`src/rtl/mandelbrot_iter_tracker.sv`:
```
// mandelbrot_iter_tracker: per-lane escape-iteration tracking with packed frame-buffer writeback
module mandelbrot_iter_tracker #(
  parameter int FMA_COUNT         = 12,
  parameter int DATA_WIDTH        = 16,
  parameter int FRAC_BITS         = 13,
  parameter int FB_ADDR_WIDTH     = 16,
  parameter int INSTRUCTION_WIDTH = 32
) (
  input  logic                            clk_in,
  input  logic                            rst_in,
  input  logic [0:INSTRUCTION_WIDTH-1]    instr_in,
  input  logic [15:0]                     reg_a_in,
  input  logic                            instr_valid_in,
  input  logic                            fma_result_valid_in,
  input  logic [FMA_COUNT*DATA_WIDTH-1:0] fma_x_in,
  input  logic [FMA_COUNT*DATA_WIDTH-1:0] fma_y_in,
  output logic [FB_ADDR_WIDTH-1:0]        fb_addr_out,
  output logic [FMA_COUNT*4-1:0]          fb_data_out,
  output logic                            fb_wr_out,
  output logic                            armed_out
);
  localparam logic [3:0] OP_OR   = 4'b1101;
  localparam logic [3:0] OP_SEND = 4'b1110;
  localparam int         TWO     = 1 << (FRAC_BITS + 1);
  logic [3:0]             iters [FMA_COUNT];
  logic [3:0]             iter_latch, or_val, lat;
  logic [15:0]            shifted;
  logic                   armed, wr, is_or, is_send, eval;
  logic [FMA_COUNT-1:0]   esc;
  logic [FMA_COUNT*4-1:0] packed_iters;
  always_comb begin
    is_or   = instr_valid_in && instr_in[0:3] == OP_OR;
    is_send = instr_valid_in && instr_in[0:3] == OP_SEND;
    shifted = reg_a_in >> 3;
    or_val  = shifted > 16'd14 ? 4'd14 : shifted[3:0];
    lat     = is_or ? or_val : iter_latch;
    eval    = fma_result_valid_in && (armed || is_or) && !is_send;
  end
  for (genvar i = 0; i < FMA_COUNT; i++) begin : g_lane
    logic signed [DATA_WIDTH-1:0] x, y;
    assign x = fma_x_in[i*DATA_WIDTH +: DATA_WIDTH];
    assign y = fma_y_in[i*DATA_WIDTH +: DATA_WIDTH];
    assign esc[i] = int'(x) >= TWO || int'(x) <= -TWO || int'(y) >= TWO || int'(y) <= -TWO;
    assign packed_iters[4*i +: 4] = iters[i];
  end
  always_ff @(posedge clk_in) begin
    if (rst_in) begin
      for (int i = 0; i < FMA_COUNT; i++) iters[i] <= 4'hF;
      iter_latch  <= '0;
      armed       <= 1'b0;
      wr          <= 1'b0;
      fb_addr_out <= '0;
      fb_data_out <= '0;
    end else begin
      wr <= is_send;
      if (is_send) begin
        fb_addr_out <= reg_a_in[FB_ADDR_WIDTH-1:0];
        fb_data_out <= packed_iters;
        for (int i = 0; i < FMA_COUNT; i++) iters[i] <= 4'hF;
        armed <= 1'b0;
      end else begin
        if (is_or) iter_latch <= or_val;
        if (eval) begin
          for (int i = 0; i < FMA_COUNT; i++)
            if (esc[i] && iters[i] == 4'hF) iters[i] <= lat;
          armed <= 1'b0;
        end else if (is_or) armed <= 1'b1;
      end
    end
  end
  // a reset landing in the write cycle suppresses the already-registered pulse
  assign fb_wr_out = wr & ~rst_in;
  assign armed_out = armed;
endmodule

```
`config.mk`:
```
export PLATFORM = sky130hd
export DESIGN_NAME = mandelbrot_iter_tracker
export DESIGN_NICKNAME = d
export VERILOG_FILES = /design/src/rtl/mandelbrot_iter_tracker.sv
export SDC_FILE = /design/constraint.sdc
export NUM_CORES = 1
export LEC_CHECK = 0
export ABC_AREA = 1
export CAP_MARGIN = 20
export CORE_AREA = 2 2 193 195
export CTS_CLUSTER_SIZE = 28
export DETAILED_ROUTE_END_ITERATION = 10
export DIE_AREA = 0 0 195 197
export PLACE_DENSITY = 0.45
export SYNTH_ARGS = -nofsm -noshare
export SYNTH_HDL_FRONTEND = slang
export SYNTH_SLANG_ARGS = --single-unit
```
`constraint.sdc`:
```
create_clock -name clk_in -period 2.1 [get_ports clk_in]
set_clock_uncertainty 0.15 [all_clocks]
set_input_delay 0.42 -clock clk_in [delete_from_list [all_inputs] [get_ports clk_in]]
set_output_delay 0.42 -clock clk_in [all_outputs]
set_load 0.02 [all_outputs]
```
Yosys cells after proc, flatten, opt, wreduce, memory -nomap -nowiden
Memories as Yosys holds them, arrays and structs flattened.
Index checks and enable logic that the tools add are counted.
Widths: inputs -> output; s select.
{"block": "totals", "ff_bits": 70, "latchBits": 0, "ramBits": 48, "romBits": 0, "in_bits": 436, "output_inout_bits": 66, "wordCells": 241, "mem_count": 1}
{"block": "classes", "n_addsub": 0, "multipliers": 0, "div": 0, "magnitude_cmp": 49, "n_eq_ne": 14, "shift": 0, "muxes": 91, "bitwise": 26, "n_reduce_logical": 55}
{"name": "iters", "depth": 12, "word_bits": 4, "read_ports": 12, "rd_clocked_by_memory_dff": 0, "wr": 12, "line_no": "25", "rtl": "logic [3:0] iters [FMA_COUNT];"}
{"cell": "$ge 16x16->1 const B", "n": 24}
{"cell": "$le 16x15->1 const B", "n": 24}
{"cell": "$mux 4", "n": 26}
{"cell": "$mux 1", "n": 65}
{"cell": "$eq 4x4->1 const B", "n": 14}
{"cell": "$logic_or 1x1->1", "n": 37}
{"cell": "$or 1x1->1", "n": 24}
{"cell": "$logic_and 1x1->1", "n": 16}
{"cell": "$gt 13x4->1 const B", "n": 1}
{"cell": "$reduce_or 3->1", "n": 1}
{"cell": "$and 1x1->1", "n": 1}
{"cell": "$logic_not 1->1", "n": 1}
{"cell": "$not 1->1", "n": 1}

Depth between registers and ports, before layout
{"block": "logic_depth", "ltp_word": 11, "depth_mapped": 9, "mapped_depth_nobuf": 8}

Worst setup path before layout
Ideal clock, no wire load.
{"block": "synth_path", "kind": "input -> register", "from": "in rst_in", "to": "mem iters[0][0], enable pin", "setup_ps": 307, "arrival_time_ps": 1269, "required_ps": 1643, "setup_slack_ps": 373, "cell_stages": 7, "path_buffers": 2, "path_cell_list": "buf_6 buf_6 nor3_2 nand3_1 nor2_4 nand2_1 nand2_1"}
{"element": "start, declared", "line_no": "10", "rtl": "input logic rst_in,"}
{"element": "end, declared", "line_no": "25"}

Worst setup path in the final report
{"block": "layout_path", "from": "reg fb_data_out[1], read port of iters", "to": "out fb_data_out[1]"}
{"element": "start, declared", "line_no": "18", "rtl": "output logic [FMA_COUNT*4-1:0] fb_data_out,"}
No word-level cell between the ends.

==> results.txt <==
Worst Tran Pin Value - 363.1 ps
Max Cap Violations - 0
Synth unique cells - 27
FFs w/ async S/R, synth - 0
GRT Total Usage - 0.1320
Vias - 6,983
# diodes - 0
Register bit total from synthesis - 118
First-pass GRT wire length - 38,690 um
Crit-path max FO - 2
Final slew viol count - 0
Net switching power figure - 1.575 mW
Slowest stage delay, CP - 710 ps
Top cells by area, synth - edfxtp_1, dfxtp_1, nor2_1, nand2_1, a22o_1
Maximum clock path buffer count - 2
Arr. time, crit path - 1450 ps
Post-Route Setup TNS - 0 ps
Die width - 195 um
Detailed Route WL - 25,780 um
Initial antenna violation count - 0
Worst-path clk slew - 60 ps
Logic pwr share - 0.200
Cell Area, Synth - 6191 sq um
P_int - 5.146 mW
Vias in the first global route - 7,168
Synthesis-to-layout area growth - 102.6%
Top delay family on crit path - buffers and inverters
Hold Crit Class - reg -> reg
Top cell type's share of synthesized area - 0.2328
Total grt overflow - 0
Core Region - 36,260 sq um
Crit. End Element - primary output
Status - finished clean
DR iter-0 viols - 207
Post-CTS Hold Buffers - 0
Post-synthesis sequential area ratio - 0.4592
Sw Share - 0.2344
Cell count after synthesis - 791
Final WS setup - 77.59 ps
TritonCTS Sinks - 118
Die footprint - 38,420 sq um
Primary FF master, synth - dfxtp_1
WS Path Type - reg -> out
Area leader, netlist - edfxtp_1
NumNets Final - 1,760
CTS tree - done
Root buffer cell - clkbuf_16
Pwr Density - 535.9 nW/um^2
Largest net degree at the start of global routing - 23
Most frequent cells after synthesis - nor2_1, nand2_1, dfxtp_1
DRC - 0
Proportion of power drawn by the clock network - 0.439
Cell Chain, Critical Path - clkdlybuf4s50_1
Buffers on Ports - 473
TritonCTS Buffers - 17
Minimum clock period - 2022 ps
Via density - 3.869
Synth Warn # - 0
Synth Net Count - 1,227
Starting density of the core - 0.1707
Syn_area_per_cell - 7.827 sq um
Final period utilization - 0.9631
Setup Slack @ Placement - -255.5 ps
Final Hold Viols - 0
First-pass DRT Iterations - 4
Sequential Power Share - 0.361
Final setup viols - 0
H-tree depth - 4
Gpl congestion - 0.7762
Max Clock Freq - 494.5 MHz
Most common cell in the synthesized netlist - nor2_1
Post-layout util - 0.3459
Worst vdd ir - 379.8 uV
Crit-path slowest cell - clkdlybuf4s50_1
Cell Rows - 70
DP Wirelength - 21,370 um
CP required - 1530 ps
Worst path buffer plus inverter count - 1
RSZ-0062 raised after global routing - false
WL/cell - 14.28 um
Slew margin rel. - 0.7572
Post-DRT Antenna Nets - 0
Layout cells sized above 1 - 0.09200
Startpoint Class - register
EDFF count, synth - 48
Worst-Skew Late Latency - 410 ps
Die Y - 197 um
Io pins - 502
Pleak - 4.819 nW
==> sequential cells by signal, indices dropped and copies added, names as in the netlist <==
name,cells
armed_out,1
fb_addr_out,16
fb_data_out,48
iter_latch,4
iters,48
wr,1
==> layer usage <==
| metal | global-route usage | part of all wire |
|---|---|---|
| met5 | 0 | 0 |
| met4 | 0.03393 | 0.014 |
| met3 | 0.04004 | 0.074 |
| met2 | 0.2396 | 0.51 |
| met1 | 0.1504 | 0.40 |
==> layout make-up <==
type	count	area (sq um)
repair buffers	535	5346
flip-flops and latches	118	2843
multi-input cells	608	3003
clock buffers	19	452.9
inverters	44	165.2
fillers	3829	23720
well taps	468	585.6
clock inverters	13	146.4
==> power groups by stage <==
stage	Combinational [mW]	Sequential [mW]	Clock [mW]
after floorplan	0.321	2.50	0
after global placement	1.35	2.48	0
after detailed placement	1.36	2.48	0
after CTS	1.36	2.43	3.04
after global routing	1.46	2.43	3.14
final	1.34	2.43	2.95
==> metrics by stage <==
| stage | power [mW] | area, sq um | cells | hold WS (ps) |
|---|---|---|---|---|
| 2_1_floorplan | 2.825 | 6191 | 791 | 323.9 |
| 3_3_place_gp | 3.824 | 11940 | 1773 | 296.5 |
| 3_5_place_dp | 3.833 | 11940 | 1773 | 298.5 |
| 4_1_cts | 6.826 | 12540 | 1805 | 309.6 |
| 5_1_grt | 7.035 | 12540 | 1805 | 314.9 |
| 6_report | 6.721 | 12540 | 1805 | 303.2 |
==> cells in the final DEF (no fill, tap or decap), types with 2 or more instances in the layout <==
cell type and instances:
clkdlybuf4s50_1 471, nor2_1 224, nand2_1 162, dfxtp_1 70, nand3_1 65, buf_4 51
edfxtp_1 48, inv_1 41, a22o_1 41, nand4_1 20, xnor2_1 20, o21ai_1 20
clkbuf_16 17, buf_12 12, and3_1 10, a21oi_1 10, nor2_4 7, nor3_2 5
nor3_1 5, nor2_8 5, o21ai_0 5, clkinvlp_4 5, inv_6 4, nand2_4 3
inv_2 3, nor2_2 2, a21oi_2 2, bufinv_16 2, clkbuf_8 2
==> cells by family (layout without fill, tap and decap cells) <==
group,Yosys count,in the layout,synth area share
AOI/OAI and AO/OA,79,79,0.08973
xor gates and xnor gates,20,20,0.02829
buffers and inverters,65,611,0.05639
DFF,118,118,0.4592
and+or+nand+nor,509,509,0.3664
==> timing repair <==
item | 4_1_cts | 5_1_grt
buffers inserted | 0 | 0
setup endpoints to repair | 1 | 0
resized for setup | 1 | 0
==> worst paths after layout <==
kind | from | to | slack (ps) | cells after the start
setup / recovery | fb_data_out[1] | fb_data_out[1] | 80 | 1
hold / removal | fb_data_out[7] | fb_data_out[7] | 300 | 2
setup reg to reg | iters[1][2] | iters[1][3] | 570 | 6
hold reg to reg | fb_data_out[7] | fb_data_out[7] | 300 | 2
Note: power is estimated with default switching activity, not from simulation.
